[config.mk]
export PLATFORM = sky130hd
export DESIGN_NAME = calc_sequencer
export DESIGN_NICKNAME = d
export VERILOG_FILES = /design/src/rtl/calc_pkg.sv /design/src/rtl/calc_err_encode.sv /design/src/rtl/calc_sequencer.sv
export SDC_FILE = /design/constraint.sdc
export NUM_CORES = 1
export LEC_CHECK = 0
export ABC_CLOCK_PERIOD_IN_PS = 2800
export BUFFER_PORTS_ARGS = -buffer_cell sky130_fd_sc_hd__buf_2
export CAP_MARGIN = 20
export CORE_MARGIN = 2
export CORE_UTILIZATION = 30
export CTS_BUF_LIST = sky130_fd_sc_hd__clkbuf_8
export DETAILED_ROUTE_END_ITERATION = 8
export PLACE_DENSITY = 0.58
export SLEW_MARGIN = 30
export SYNTH_ARGS = -nofsm -noshare
export SYNTH_HDL_FRONTEND = slang
export SYNTH_SLANG_ARGS = --single-unit
export TNS_END_PERCENT = 5
[constraint.sdc]
create_clock -name clk -period 2.8 [get_ports clk]
set_input_delay 0 -clock clk [delete_from_list [all_inputs] [get_ports clk]]
set_output_delay 0 -clock clk [all_outputs]
set_load 0.02 [all_outputs]
[src/rtl/calc_pkg.sv]
// Shared opcode, error-code and FSM-state definitions for the calc_sequencer slice.
// The optional sticky-error behaviour is selected by CALC_SEQ_STICKY_ERR_EN in calc_sequencer.
package calc_pkg;

    typedef logic [3:0] op_t;
    typedef logic [2:0] err_t;
    typedef logic [1:0] state_t;

    localparam op_t OP_ADD   = 4'd0;
    localparam op_t OP_SUB   = 4'd1;
    localparam op_t OP_MUL   = 4'd2;
    localparam op_t OP_DIV   = 4'd3;
    localparam op_t OP_MOD   = 4'd4;
    localparam op_t OP_LOAD  = 4'd14;
    localparam op_t OP_CLEAR = 4'd15;

    localparam err_t ERR_NONE    = 3'd0;
    localparam err_t ERR_DIV0    = 3'd1;
    localparam err_t ERR_OVF     = 3'd2;
    localparam err_t ERR_ILLEGAL = 3'd3;
    localparam err_t ERR_RANGE   = 3'd4;

    localparam state_t ST_IDLE = 2'd0;
    localparam state_t ST_EXEC = 2'd1;
    localparam state_t ST_RESP = 2'd2;

    // Arithmetic ops occupy the contiguous low codes ADD..MOD.
    function automatic logic op_is_arith(input op_t op);
        return (op <= OP_MOD);
    endfunction

    function automatic logic op_is_legal(input op_t op);
        return op_is_arith(op) || (op == OP_LOAD) || (op == OP_CLEAR);
    endfunction

endpackage

[src/rtl/calc_err_encode.sv]
// Combinational error classifier: maps an opcode plus accumulator/ALU status flags
// to a 3-bit error code with priority ILLEGAL > RANGE > DIV0 > OVF.
module calc_err_encode
    import calc_pkg::*;
(
    input  logic [3:0] op,
    input  logic       acc_hi_nonzero,
    input  logic       alu_div0,
    input  logic       alu_ovf,
    output logic [2:0] err
);

    // Priority-ordered classification; DIV0 and OVF only count for the ops that can raise them.
    always_comb begin
        err = ERR_NONE;
        if (!op_is_legal(op)) begin
            err = ERR_ILLEGAL;
        end else if (op_is_arith(op) && acc_hi_nonzero) begin
            err = ERR_RANGE;
        end else if (((op == OP_DIV) || (op == OP_MOD)) && alu_div0) begin
            err = ERR_DIV0;
        end else if (((op == OP_ADD) || (op == OP_SUB)) && alu_ovf) begin
            err = ERR_OVF;
        end else begin
            err = ERR_NONE;
        end
    end

endmodule

[src/rtl/calc_sequencer.sv]
// Command sequencer around an external combinational ALU with a RES_W accumulator.
// Optional feature: define CALC_SEQ_STICKY_ERR_EN to latch errors until CLEAR.
module calc_sequencer
    import calc_pkg::*;
#(
    parameter int DATA_W = 16,
    parameter int RES_W  = 32
) (
    input  logic              clk,
    input  logic              rst_n,
    input  logic              cmd_valid,
    output logic              cmd_ready,
    input  logic [3:0]        cmd_op,
    input  logic [DATA_W-1:0] cmd_data,
    output logic              res_valid,
    input  logic              res_ready,
    output logic [RES_W-1:0]  res_data,
    output logic [2:0]        res_err,
    output logic [DATA_W-1:0] alu_p,
    output logic [DATA_W-1:0] alu_q,
    output logic [3:0]        alu_op,
    input  logic [RES_W-1:0]  alu_result,
    input  logic              alu_div0,
    input  logic              alu_ovf
);

    logic [1:0]        state_q,     state_d;
    logic [RES_W-1:0]  acc_q,       acc_d;
    logic [DATA_W-1:0] alu_p_q,     alu_p_d;
    logic [DATA_W-1:0] alu_q_q,     alu_q_d;
    logic [3:0]        alu_op_q,    alu_op_d;
    logic [RES_W-1:0]  res_data_q,  res_data_d;
    logic [2:0]        res_err_q,   res_err_d;
    logic              cmd_ready_q, cmd_ready_d;
    logic              res_valid_q, res_valid_d;

    logic              cmd_fire_s;
    logic              acc_hi_nz_s;
    logic [3:0]        enc_op_s;
    logic [2:0]        enc_err_s;
    logic [2:0]        sticky_code_s;
    logic [RES_W-1:0]  load_val_s;

    assign cmd_fire_s  = cmd_valid && cmd_ready_q && (state_q == ST_IDLE);
    assign acc_hi_nz_s = |acc_q[RES_W-1:DATA_W];
    assign load_val_s  = {{(RES_W-DATA_W){1'b0}}, cmd_data};
    // In EXEC classify the issued op; in IDLE the incoming op is only checked for legality.
    assign enc_op_s    = (state_q == ST_EXEC) ? alu_op_q : cmd_op;

    calc_err_encode u_err_encode (
        .op             (enc_op_s),
        .acc_hi_nonzero (acc_hi_nz_s),
        .alu_div0       (alu_div0),
        .alu_ovf        (alu_ovf),
        .err            (enc_err_s)
    );

    // Next-state, accumulator and response computation for the IDLE/EXEC/RESP sequence.
    always_comb begin
        state_d    = state_q;
        acc_d      = acc_q;
        alu_p_d    = alu_p_q;
        alu_q_d    = alu_q_q;
        alu_op_d   = alu_op_q;
        res_data_d = res_data_q;
        res_err_d  = res_err_q;
        case (state_q)
            ST_IDLE: begin
                if (cmd_fire_s) begin
                    if ((sticky_code_s != ERR_NONE) && (cmd_op != OP_CLEAR)) begin
                        res_data_d = acc_q;
                        res_err_d  = sticky_code_s;
                        state_d    = ST_RESP;
                    end else if (op_is_arith(cmd_op)) begin
                        alu_p_d  = acc_q[DATA_W-1:0];
                        alu_q_d  = cmd_data;
                        alu_op_d = cmd_op;
                        state_d  = ST_EXEC;
                    end else if (cmd_op == OP_LOAD) begin
                        acc_d      = load_val_s;
                        res_data_d = load_val_s;
                        res_err_d  = ERR_NONE;
                        state_d    = ST_RESP;
                    end else if (cmd_op == OP_CLEAR) begin
                        acc_d      = {RES_W{1'b0}};
                        res_data_d = {RES_W{1'b0}};
                        res_err_d  = ERR_NONE;
                        state_d    = ST_RESP;
                    end else begin
                        res_data_d = acc_q;
                        res_err_d  = enc_err_s;
                        state_d    = ST_RESP;
                    end
                end else begin
                    state_d = ST_IDLE;
                end
            end
            ST_EXEC: begin
                // Any error discards the ALU result and reports the untouched accumulator.
                if (enc_err_s != ERR_NONE) begin
                    res_data_d = acc_q;
                    res_err_d  = enc_err_s;
                end else begin
                    acc_d      = alu_result;
                    res_data_d = alu_result;
                    res_err_d  = ERR_NONE;
                end
                state_d = ST_RESP;
            end
            ST_RESP: begin
                if (res_ready) begin
                    state_d = ST_IDLE;
                end else begin
                    state_d = ST_RESP;
                end
            end
            default: begin
                state_d = ST_IDLE;
            end
        endcase
        cmd_ready_d = (state_d == ST_IDLE);
        res_valid_d = (state_d == ST_RESP);
    end

    // State and datapath registers with synchronous active-low reset.
    always_ff @(posedge clk) begin
        if (!rst_n) begin
            state_q     <= ST_IDLE;
            acc_q       <= {RES_W{1'b0}};
            alu_p_q     <= {DATA_W{1'b0}};
            alu_q_q     <= {DATA_W{1'b0}};
            alu_op_q    <= 4'd0;
            res_data_q  <= {RES_W{1'b0}};
            res_err_q   <= ERR_NONE;
            cmd_ready_q <= 1'b1;
            res_valid_q <= 1'b0;
        end else begin
            state_q     <= state_d;
            acc_q       <= acc_d;
            alu_p_q     <= alu_p_d;
            alu_q_q     <= alu_q_d;
            alu_op_q    <= alu_op_d;
            res_data_q  <= res_data_d;
            res_err_q   <= res_err_d;
            cmd_ready_q <= cmd_ready_d;
            res_valid_q <= res_valid_d;
        end
    end

`ifdef CALC_SEQ_STICKY_ERR_EN
    logic [2:0] sticky_q, sticky_d;
    logic       clear_fire_s;
    logic       resp_enter_s;

    assign clear_fire_s = cmd_fire_s && (cmd_op == OP_CLEAR);
    assign resp_enter_s = (state_q != ST_RESP) && (state_d == ST_RESP);

    // Latch the first reported error code; only CLEAR releases it.
    always_comb begin
        sticky_d = sticky_q;
        if (clear_fire_s) begin
            sticky_d = ERR_NONE;
        end else if (resp_enter_s && (res_err_d != ERR_NONE)) begin
            sticky_d = res_err_d;
        end else begin
            sticky_d = sticky_q;
        end
    end

    // Sticky error register.
    always_ff @(posedge clk) begin
        if (!rst_n) begin
            sticky_q <= ERR_NONE;
        end else begin
            sticky_q <= sticky_d;
        end
    end

    assign sticky_code_s = sticky_q;
`else
    assign sticky_code_s = ERR_NONE;
`endif

    assign cmd_ready = cmd_ready_q;
    assign res_valid = res_valid_q;
    assign res_data  = res_data_q;
    assign res_err   = res_err_q;
    assign alu_p     = alu_p_q;
    assign alu_q     = alu_q_q;
    assign alu_op    = alu_op_q;

endmodule

==> impl_metrics.json, run 1 <==
{
  "area_delta_synth_final_pct": 39.1,
  "clk_pin_slew_ps": 80,
  "dp_worst_setup_slack_ps": 410,
  "grt-ovfl-total": 0,
  "worst_hold_path_type": "input pin to flip-flop",
  "status": "finished clean",
  "worst_ep_arrival_time_ps": 2690,
  "worst_setup_path_start_kind": "flip-flop",
  "ys_async_sr_fraction_pct": 0,
  "multi_input_area_sq_um": 1630,
  "via_count": 3282,
  "cts_max_level": 3,
  "rsz0062_at_grt": "no",
  "num_rows": 38,
  "grt.total_usage_pct": 16.8,
  "grt_max_degree": 60,
  "worst_slew_pin_slew_ps": 678,
  "worstSetupPathType": "flip-flop to flip-flop",
  "synth-edff-count": 0,
  "synth-compound-area-share_pct": 20.6,
  "boundaryPins": 131,
  "drive_gt1_share_pct": 31.1,
  "synthSimpleGateAreaFrac_pct": 22.0,
  "route.met2.wl_microns": 4380,
  "power_density_nw_per_um2": 504,
  "whs_path_depth": 4,
  "synthFlopType": "dfxtp_1",
  "synth_nets": 430,
  "portBuffers": 130,
  "cts_setup_buffers": 0,
  "fin_tns_setup_ps": 0,
  "synth_top_family_by_area": "simple AND/OR/NAND/NOR gates",
  "wl_met1_microns": 4720,
  "grt_pass1_wl_microns": 15600,
  "synth_area_sq_um": 3280,
  "syn_inst": 372,
  "synth.distinct_cells": 44,
  "hpwl_microns": 6600,
  "synthAdderAreaFrac_pct": 0,
  "ys_warn_count": 0,
  "worstPathMaxFanout": 32,
  "wl_per_cell_microns": 14.6,
  "wl_microns": 9800,
  "cts_tree": "yes",
  "yosysSeqAreaShare_pct": 45.7,
  "slew_viol_final": 0,
  "dieArea_sq_um": 11800,
  "r2r-start": "state_q[1]",
  "routed_via_density": 4.89,
  "startpoint": "state_q[1]",
  "topRoutingLayerUsed": "met4",
  "clockRootBuffer": "clkbuf_8",
  "start_util_pct": 30.6,
  "cts-buffers-inserted": 9,
  "finalSetupViolCount": 0,
  "ys_ff_latch": 75,
  "finalCritPeriodShare_pct": 86.1,
  "final_cell_mix": "buf_2 (130), nand2_1 (110), dfxtp_1 (75)",
  "fin_hold_ws_ps": 42.0,
  "cp-end-kind": "flip-flop",
  "hold_violations": 0,
  "cts_buffer_depth": 2,
  "drt_first_iter_violations": 183,
  "max_freq_mhz": 415,
  "syn_avg_cell_area_sq_um": 8.83,
  "fillers": 1087,
  "dr.pass1.iters": 6,
  "min_period_ps": 2410,
  "grt_pass1_vias": 3202,
  "fin_util_pct": 42.5,
  "hold_end": "res_data[0]",
  "leakagePower_nw": 1.99,
  "clk_latency_ps": 350,
  "synth_xor_area_share_pct": 0,
  "core_area_sq_um": 10700,
  "final_nets": 584,
  "wl_met3_microns": 603,
  "diodes": 0,
  "grt_antenna_before_repair": 0,
  "r2r_setup_slack_ps": 390,
  "regArea_sq_um": 1500,
  "r2r-end": "res_data[16]",
  "drcViolationCount": 0,
  "cp.required_ps": 3070,
  "die_w_microns": 109,
  "synth_mux_area_share_pct": 6.36,
  "reg2regPathDepth": 6,
  "relSlewSlack_pct": 54.6,
  "power_mw": 2.30,
  "die_h_microns": 109,
  "gp_congestion": 0.865,
  "final.setup.worst_slack_ps": 388,
  "hp-start": "alu_result[0]",
  "fin_worst_skew_ps": 13.3,
  "maxCapViolCount": 0,
  "final_common_cell": "buf_2",
  "ir_worst_vdd_mv": 0.249,
  "ant_nets": 0,
  "clock_sink_count": 75
}
-- worst max-delay path by stage --
| stage | depth (start not counted) | to | slack, ps |
|---|---|---|---|
| 2_1_floorplan | 9 | res_data[22] | 710 |
| 3_3_place_gp | 6 | res_data[25] | 460 |
| 3_5_place_dp | 6 | res_data[19] | 410 |
| 4_1_cts | 6 | res_data[16] | 370 |
| 5_1_grt | 6 | res_data[26] | 170 |
| 6_report | 6 | res_data[16] | 390 |
-- kinds of logic after synthesis --
logic type,Yosys count
AND/OR/NAND/NOR,161
AO/OA/AOI/OAI,84
flip-flops,75
buffers and inverters,32
multiplexers,20
-- sequential cells by signal, indices dropped and copies added (netlist names) --
signal,flops
alu_p,16
alu_op,4
state_q,2
cmd_ready,1
alu_q,16
res_valid,1
res_data,32
res_err,3
-- Yosys cell counts (2+ instances only) --
library cell | instances | area share, %
nand2_1 | 110 | 13
dfxtp_1 | 75 | 46
a21boi_0 | 35 | 8.0
clkbuf_1 | 23 | 2.6
mux2i_1 | 18 | 5.5
a22oi_1 | 17 | 3.9
nand3_1 | 17 | 2.6
o311a_1 | 17 | 5.2
nor2_1 | 7 | 0.80
a21oi_1 | 4 | 0.61
nor4_1 | 4 | 0.76
a31oi_1 | 3 | 0.57
and2_1 | 2 | 0.38
and3_1 | 2 | 0.38
and4b_1 | 2 | 0.61
buf_6 | 2 | 0.69
buf_8 | 2 | 0.91
inv_1 | 2 | 0.23
nor2b_1 | 2 | 0.38
nor3_1 | 2 | 0.30
nor3_2 | 2 | 0.61
o21ai_0 | 2 | 0.30
-- critical path, stage by stage, from the launching register on --
cell and delay, ps:
dfxtp_1 450, nand2b_1 380, mux2i_2 310, mux2i_1 300
a2bb2oi_2 180, and2_4 480, mux2i_1 250
-- timing repair --
action                    CTS  global route
hold endpoints to repair   37             0
hold buffers               36             0
gates resized for setup     0             0
-- metal layers --
metal / track usage, % / up-vias
met2: 27.4 / 121
met3: 3.83 / 10
met5: 0 / -
met4: 5.13 / 0
li1: - / 1617
met1: 22.1 / 1534
-- cell type report --
cell class	instances	share of cell area (%)
multi-input combinational	265	35.6
inverter	2	0.164
clock inverter	7	1.51
clock buffer	9	2.71
tap	140	3.83
sequential	75	32.9
timing repair buffer	173	23.3
-- where the power goes --
| part | internal, mW | switching, mW |
|---|---|---|
| Combinational | 0.155 | 0.204 |
| Sequential | 1.10 | 0.0283 |
| Clock | 0.408 | 0.404 |
| Total | 1.67 | 0.636 |
-- metrics by stage --
step                instances  area (sq um)
floorplan                 372          3280
global placement          619          4010
detailed placement        619          4020
CTS                       671          4570
global route              671          4570
finish                    671          4570
No activity file was read; power rests on OpenSTA's default activity.
==> run 2, diff against run 1 <==
- CELL_PAD_IN_SITES_DETAIL_PLACEMENT: not set -> 1
- CELL_PAD_IN_SITES_GLOBAL_PLACEMENT: not set -> 1
- CORE_ASPECT_RATIO: not set -> 1.2
- PLACE_DENSITY: 0.58 -> 0.74
==> impl_metrics.json, run 2 (same netlist as run 1, synthesis figures left out) <==
{
  "status": "finished clean",
  "worst_hold_path_type": "input pin to flip-flop",
  "largest_reg_flops": 32,
  "design_area_sq_um": 4550,
  "leakagePower_nw": 1.99,
  "grt_max_degree": 37,
  "final_common_cell": "buf_2",
  "worst_ep_arrival_time_ps": 2730,
  "die_w_microns": 99.5,
  "power_density_nw_per_um2": 499,
  "grt_pass1_wl_microns": 18300,
  "r2r-start": "state_q[1]",
  "drcViolationCount": 0,
  "power_mw": 2.27,
  "worst_slew_pin_slew_ps": 926,
  "fillers": 1286,
  "fin_util_pct": 43.0,
  "cts_tree": "yes",
  "area_delta_synth_final_pct": 38.4,
  "final.setup.worst_slack_ps": 337,
  "cts_resized": 0,
  "max_freq_mhz": 406,
  "cp.required_ps": 3070,
  "start_util_pct": 31.1,
  "worstPathMaxFanout": 32,
  "rsz0062_at_grt": "no",
  "ctsHoldBuffers": 36,
  "wl_per_cell_microns": 17.1,
  "worstSetupPathType": "flip-flop to flip-flop",
  "clk_latency_ps": 350,
  "reg2regPathDepth": 6,
  "core_area_sq_um": 10600,
  "wl_microns": 11300,
  "drive_gt1_share_pct": 31.0,
  "place_inst": 610,
  "final-instance-count-excl-fill": 661,
  "diodes": 0,
  "r2r_setup_slack_ps": 340,
  "final_nets": 586,
  "relSlewSlack_pct": 37.9,
  "final_cell_mix": "buf_2 (130), nand2_1 (110), dfxtp_1 (75)",
  "cts_setup_buffers": 0,
  "startpoint": "state_q[1]",
  "finalCritPeriodShare_pct": 88.0,
  "wl_met3_microns": 666,
  "dp_worst_setup_slack_ps": 408,
  "grt-ovfl-total": 0,
  "topRoutingLayerUsed": "met4",
  "hp-start": "alu_result[7]",
  "dr.pass1.iters": 4,
  "wl_met1_microns": 4630,
  "grt.total_usage_pct": 19.6,
  "cp-end-kind": "flip-flop",
  "r2r-end": "res_data[28]",
  "dieArea_sq_um": 11800,
  "clk_pin_slew_ps": 70,
  "drt_first_iter_violations": 222,
  "ir_worst_vdd_mv": 0.192,
  "die_h_microns": 119,
  "portBuffers": 130,
  "routed_via_density": 5.06,
  "placed_area_sq_um": 4010,
  "finalSetupViolCount": 0,
  "route.met2.wl_microns": 5780,
  "num_rows": 41,
  "whs_path_depth": 4,
  "cts_max_level": 3,
  "min_period_ps": 2460,
  "boundaryPins": 131,
  "critPathCapture": "res_data[28]",
  "fin_hold_ws_ps": 54.0,
  "hpwl_microns": 8020,
  "gp_congestion": 0.865,
  "grt_antenna_before_repair": 0,
  "via_count": 3346,
  "maxCapViolCount": 0,
  "cts_buffer_depth": 2,
  "hold_violations": 0,
  "ant_nets": 0,
  "fin_worst_skew_ps": 7.97,
  "cts-buffers-inserted": 9,
  "clock_sink_count": 75,
  "grt_pass1_vias": 3518,
  "fin_tns_setup_ps": 0,
  "slew_viol_final": 0,
  "worst_setup_path_start_kind": "flip-flop",
  "clockRootBuffer": "clkbuf_8"
}
run 2: cell count changes in the layout (fill, tap and decap cells not counted), sizes merged:
cell	before	now
buf	137	139
bufinv	1	0
clkbuf	9	11
clkinv	4	3
clkinvlp	2	1
run 2: layout make-up:
class	count	area, sq um	share of cell area [%]
inverters	2	7.51	0.165
clock inverters	4	26.3	0.578
repair buffers	175	1080	23.7
well taps	129	161	3.55
flip-flops and latches	75	1500	33.0
multi-input cells	265	1620	35.6
clock buffers	11	151	3.33
run 2: worst max-delay path, cell delays in order (launching register included):
cell,delay (ps)
dfxtp_1,440
nand2b_1,400
mux2i_2,320
mux2i_1,290
a2bb2oi_2,170
and2_4,450
mux2i_1,270
run 2: how the worst min path moves through the flow:
stage	end	slack, ps
finish	res_data[7]	50
global route	res_data[2]	50
CTS	res_data[2]	50
detailed placement	res_data[21]	260
global placement	res_data[28]	250
floorplan	res_data[16]	140
run 2: per-layer routing:
layer	GRT usage [%]	up-vias
li1	-	1621
met1	22.7	1594
met2	34.0	113
met3	5.20	18
met4	7.36	0
met5	0	-
run 2: where the power goes:
group / switching [mW] / total [mW] / internal, mW
registers: 0.0299 / 1.13 / 1.10
clock network: 0.403 / 0.766 / 0.364
logic: 0.209 / 0.366 / 0.157
total: 0.641 / 2.27 / 1.62
==> run 3, diff against run 2 <==
- ABC_AREA: not set -> 1
- PLACE_DENSITY: 0.74 -> 0.75
==> impl_metrics.json, run 3 <==
{
  "status": "finished clean",
  "ctsHoldBuffers": 27,
  "synth_top_cell_by_area": "dfxtp_1",
  "hold_violations": 0,
  "ys_warn_count": 0,
  "synth_nets": 548,
  "grt_pass1_wl_microns": 19300,
  "cts-buffers-inserted": 9,
  "worst_setup_path_start_kind": "flip-flop",
  "hpwl_microns": 8230,
  "fin_worst_skew_ps": 13.8,
  "finalCritPeriodShare_pct": 81.3,
  "ys_ff_latch": 75,
  "diodes": 0,
  "cts_resized": 0,
  "clk_pin_slew_ps": 90,
  "grt.total_usage_pct": 18.6,
  "finalSetupViolCount": 0,
  "portBuffers": 130,
  "top_usage_layer": "met2",
  "start_util_pct": 30.4,
  "syn_inst": 490,
  "rsz0062_at_grt": "no",
  "final_nets": 689,
  "power_density_nw_per_um2": 548,
  "die_h_microns": 124,
  "cts_setup_buffers": 0,
  "hp-start": "alu_result[13]",
  "wl_microns": 11800,
  "fin_tns_setup_ps": 0,
  "worst_ep_arrival_time_ps": 2560,
  "cts_tree": "yes",
  "largest_reg_flops": 32,
  "grt_pass1_vias": 3976,
  "num_rows": 44,
  "grt-ovfl-total": 0,
  "synth.distinct_cells": 31,
  "place_inst": 754,
  "synthFlopType": "dfxtp_1",
  "area_delta_synth_final_pct": 32.0,
  "cp-end-kind": "flip-flop",
  "yosysMostFrequentCell": "nor2_1",
  "worst_hold_path_type": "input pin to flip-flop",
  "r2r-end": "res_data[17]",
  "die_w_microns": 104,
  "synth_top_area_share_pct": 41.4,
  "synth-edff-count": 0,
  "final_common_cell": "buf_2",
  "synth_area_sq_um": 3630,
  "drt_first_iter_violations": 133,
  "synth_area_leaders": "dfxtp_1 (41%), nor2_1 (10%), nand2_1 (8.7%)",
  "wl_per_cell_microns": 14.8,
  "grt_max_degree": 56,
  "met3_usage_pct": 3.98,
  "reg2regPathDepth": 14,
  "clockRootBuffer": "clkbuf_8",
  "r2r_setup_slack_ps": 520,
  "cp.required_ps": 3080,
  "r2r-start": "state_q[1]",
  "min_period_ps": 2280,
  "power_mw": 2.62,
  "worstPathMaxFanout": 55,
  "cts_buffer_depth": 2,
  "grt_antenna_before_repair": 0,
  "hold_end": "res_data[13]",
  "gp_congestion": 0.825,
  "relSlewSlack_pct": 51.1,
  "fin_hold_ws_ps": 15.0,
  "leakagePower_nw": 2.37,
  "clock_sink_count": 75,
  "yosysSeqAreaShare_pct": 41.4,
  "drive_gt1_share_pct": 31.6,
  "syn_avg_cell_area_sq_um": 7.40,
  "worstSetupPathType": "flip-flop to flip-flop",
  "dieArea_sq_um": 13000,
  "synth_commonest_cells": "nor2_1 (99), nand2_1 (84), dfxtp_1 (75)",
  "boundaryPins": 131,
  "ant_nets": 0,
  "via_count": 3690,
  "core_area_sq_um": 11900,
  "final_cell_mix": "buf_2 (130), nor2_1 (97), nand2_1 (84)",
  "routed_via_density": 4.63,
  "dr.pass1.iters": 4,
  "met1_usage_pct": 20.3,
  "grtUsageMet2_pct": 34.7,
  "ys_async_sr_fraction_pct": 0,
  "max_freq_mhz": 439,
  "whs_path_depth": 5,
  "worst_slew_pin_slew_ps": 733,
  "final-instance-count-excl-fill": 797,
  "slew_viol_final": 0,
  "clk_latency_ps": 350,
  "maxCapViolCount": 0,
  "cts_max_level": 3,
  "drcViolationCount": 0,
  "ir_worst_vdd_mv": 0.247
}
run 3: cell count changes in the layout (fill, tap and decap cells not counted), sizes merged, moves of 17 or more:
cell / before / now
nor2: 8 / 107
o21ai: 2 / 51
a21oi: 4 / 45
inv: 2 / 41
a21boi: 36 / 0
mux2i: 19 / 0
o311a: 17 / 0
run 3: report_power, final:
part / internal [mW] / switching [mW] / total, mW
Clock: 0.508 / 0.439 / 0.947
Combinational: 0.189 / 0.312 / 0.501
Sequential: 1.13 / 0.0453 / 1.17
run 3: critical path: stages (launching register included):
cell and delay (ps):
dfxtp_1 440, inv_4 100, nand2_4 160, nand2_1 70, nand2_1 140, inv_1 90
o21ai_0 150, nand2_1 120, inv_2 80, nand3_4 90, nand2_8 320, nand2_4 150
nand2_1 100, nand2_1 50, nor2_1 130
run 3: cell families after synthesis:
| group | synth area share, % |
|---|---|
| buffers and inverters | 10.9 |
| DFF | 41.4 |
| AOI/OAI and AO/OA | 16.2 |
| and+or+nand+nor | 31.6 |
run 3: area by class of cell:
| cell class | count | area (sq um) |
|---|---|---|
| Clock buffer | 9 | 124 |
| Clock inverter | 7 | 98.8 |
| Fill cell | 1555 | 7160 |
| Inverter | 39 | 149 |
| Multi-Input combinational cell | 344 | 1740 |
| Sequential cell | 75 | 1500 |
| Tap cell | 161 | 201 |
| Timing Repair Buffer | 162 | 971 |
run 3: through the flow:
step / utilization (%) / setup WS [ps] / instance area, sq um
finish: 40.1 / 523 / 4790
CTS: 40.1 / 490 / 4790
global route: 40.1 / 244 / 4790
detailed placement: 36.0 / 505 / 4300
floorplan: - / 1110 / 3630
global placement: 36.0 / 719 / 4300
run 3: layer usage:
metal	share of wire [%]	vias to the layer above
met5	0	-
met4	2.2	0
met3	4.4	20
met2	52	94
met1	41	1735
li1	-	1841
run 3: worst max-delay path by stage:
stage	from	endpoint	slack, ps	depth (start not counted)
2_1_floorplan	state_q[1]	res_data[10]	1110	15
3_3_place_gp	state_q[1]	res_data[23]	720	14
6_report	state_q[1]	res_data[17]	520	14
5_1_grt	state_q[1]	res_data[17]	240	14
4_1_cts	state_q[1]	res_data[17]	490	14
3_5_place_dp	state_q[1]	res_data[17]	500	14
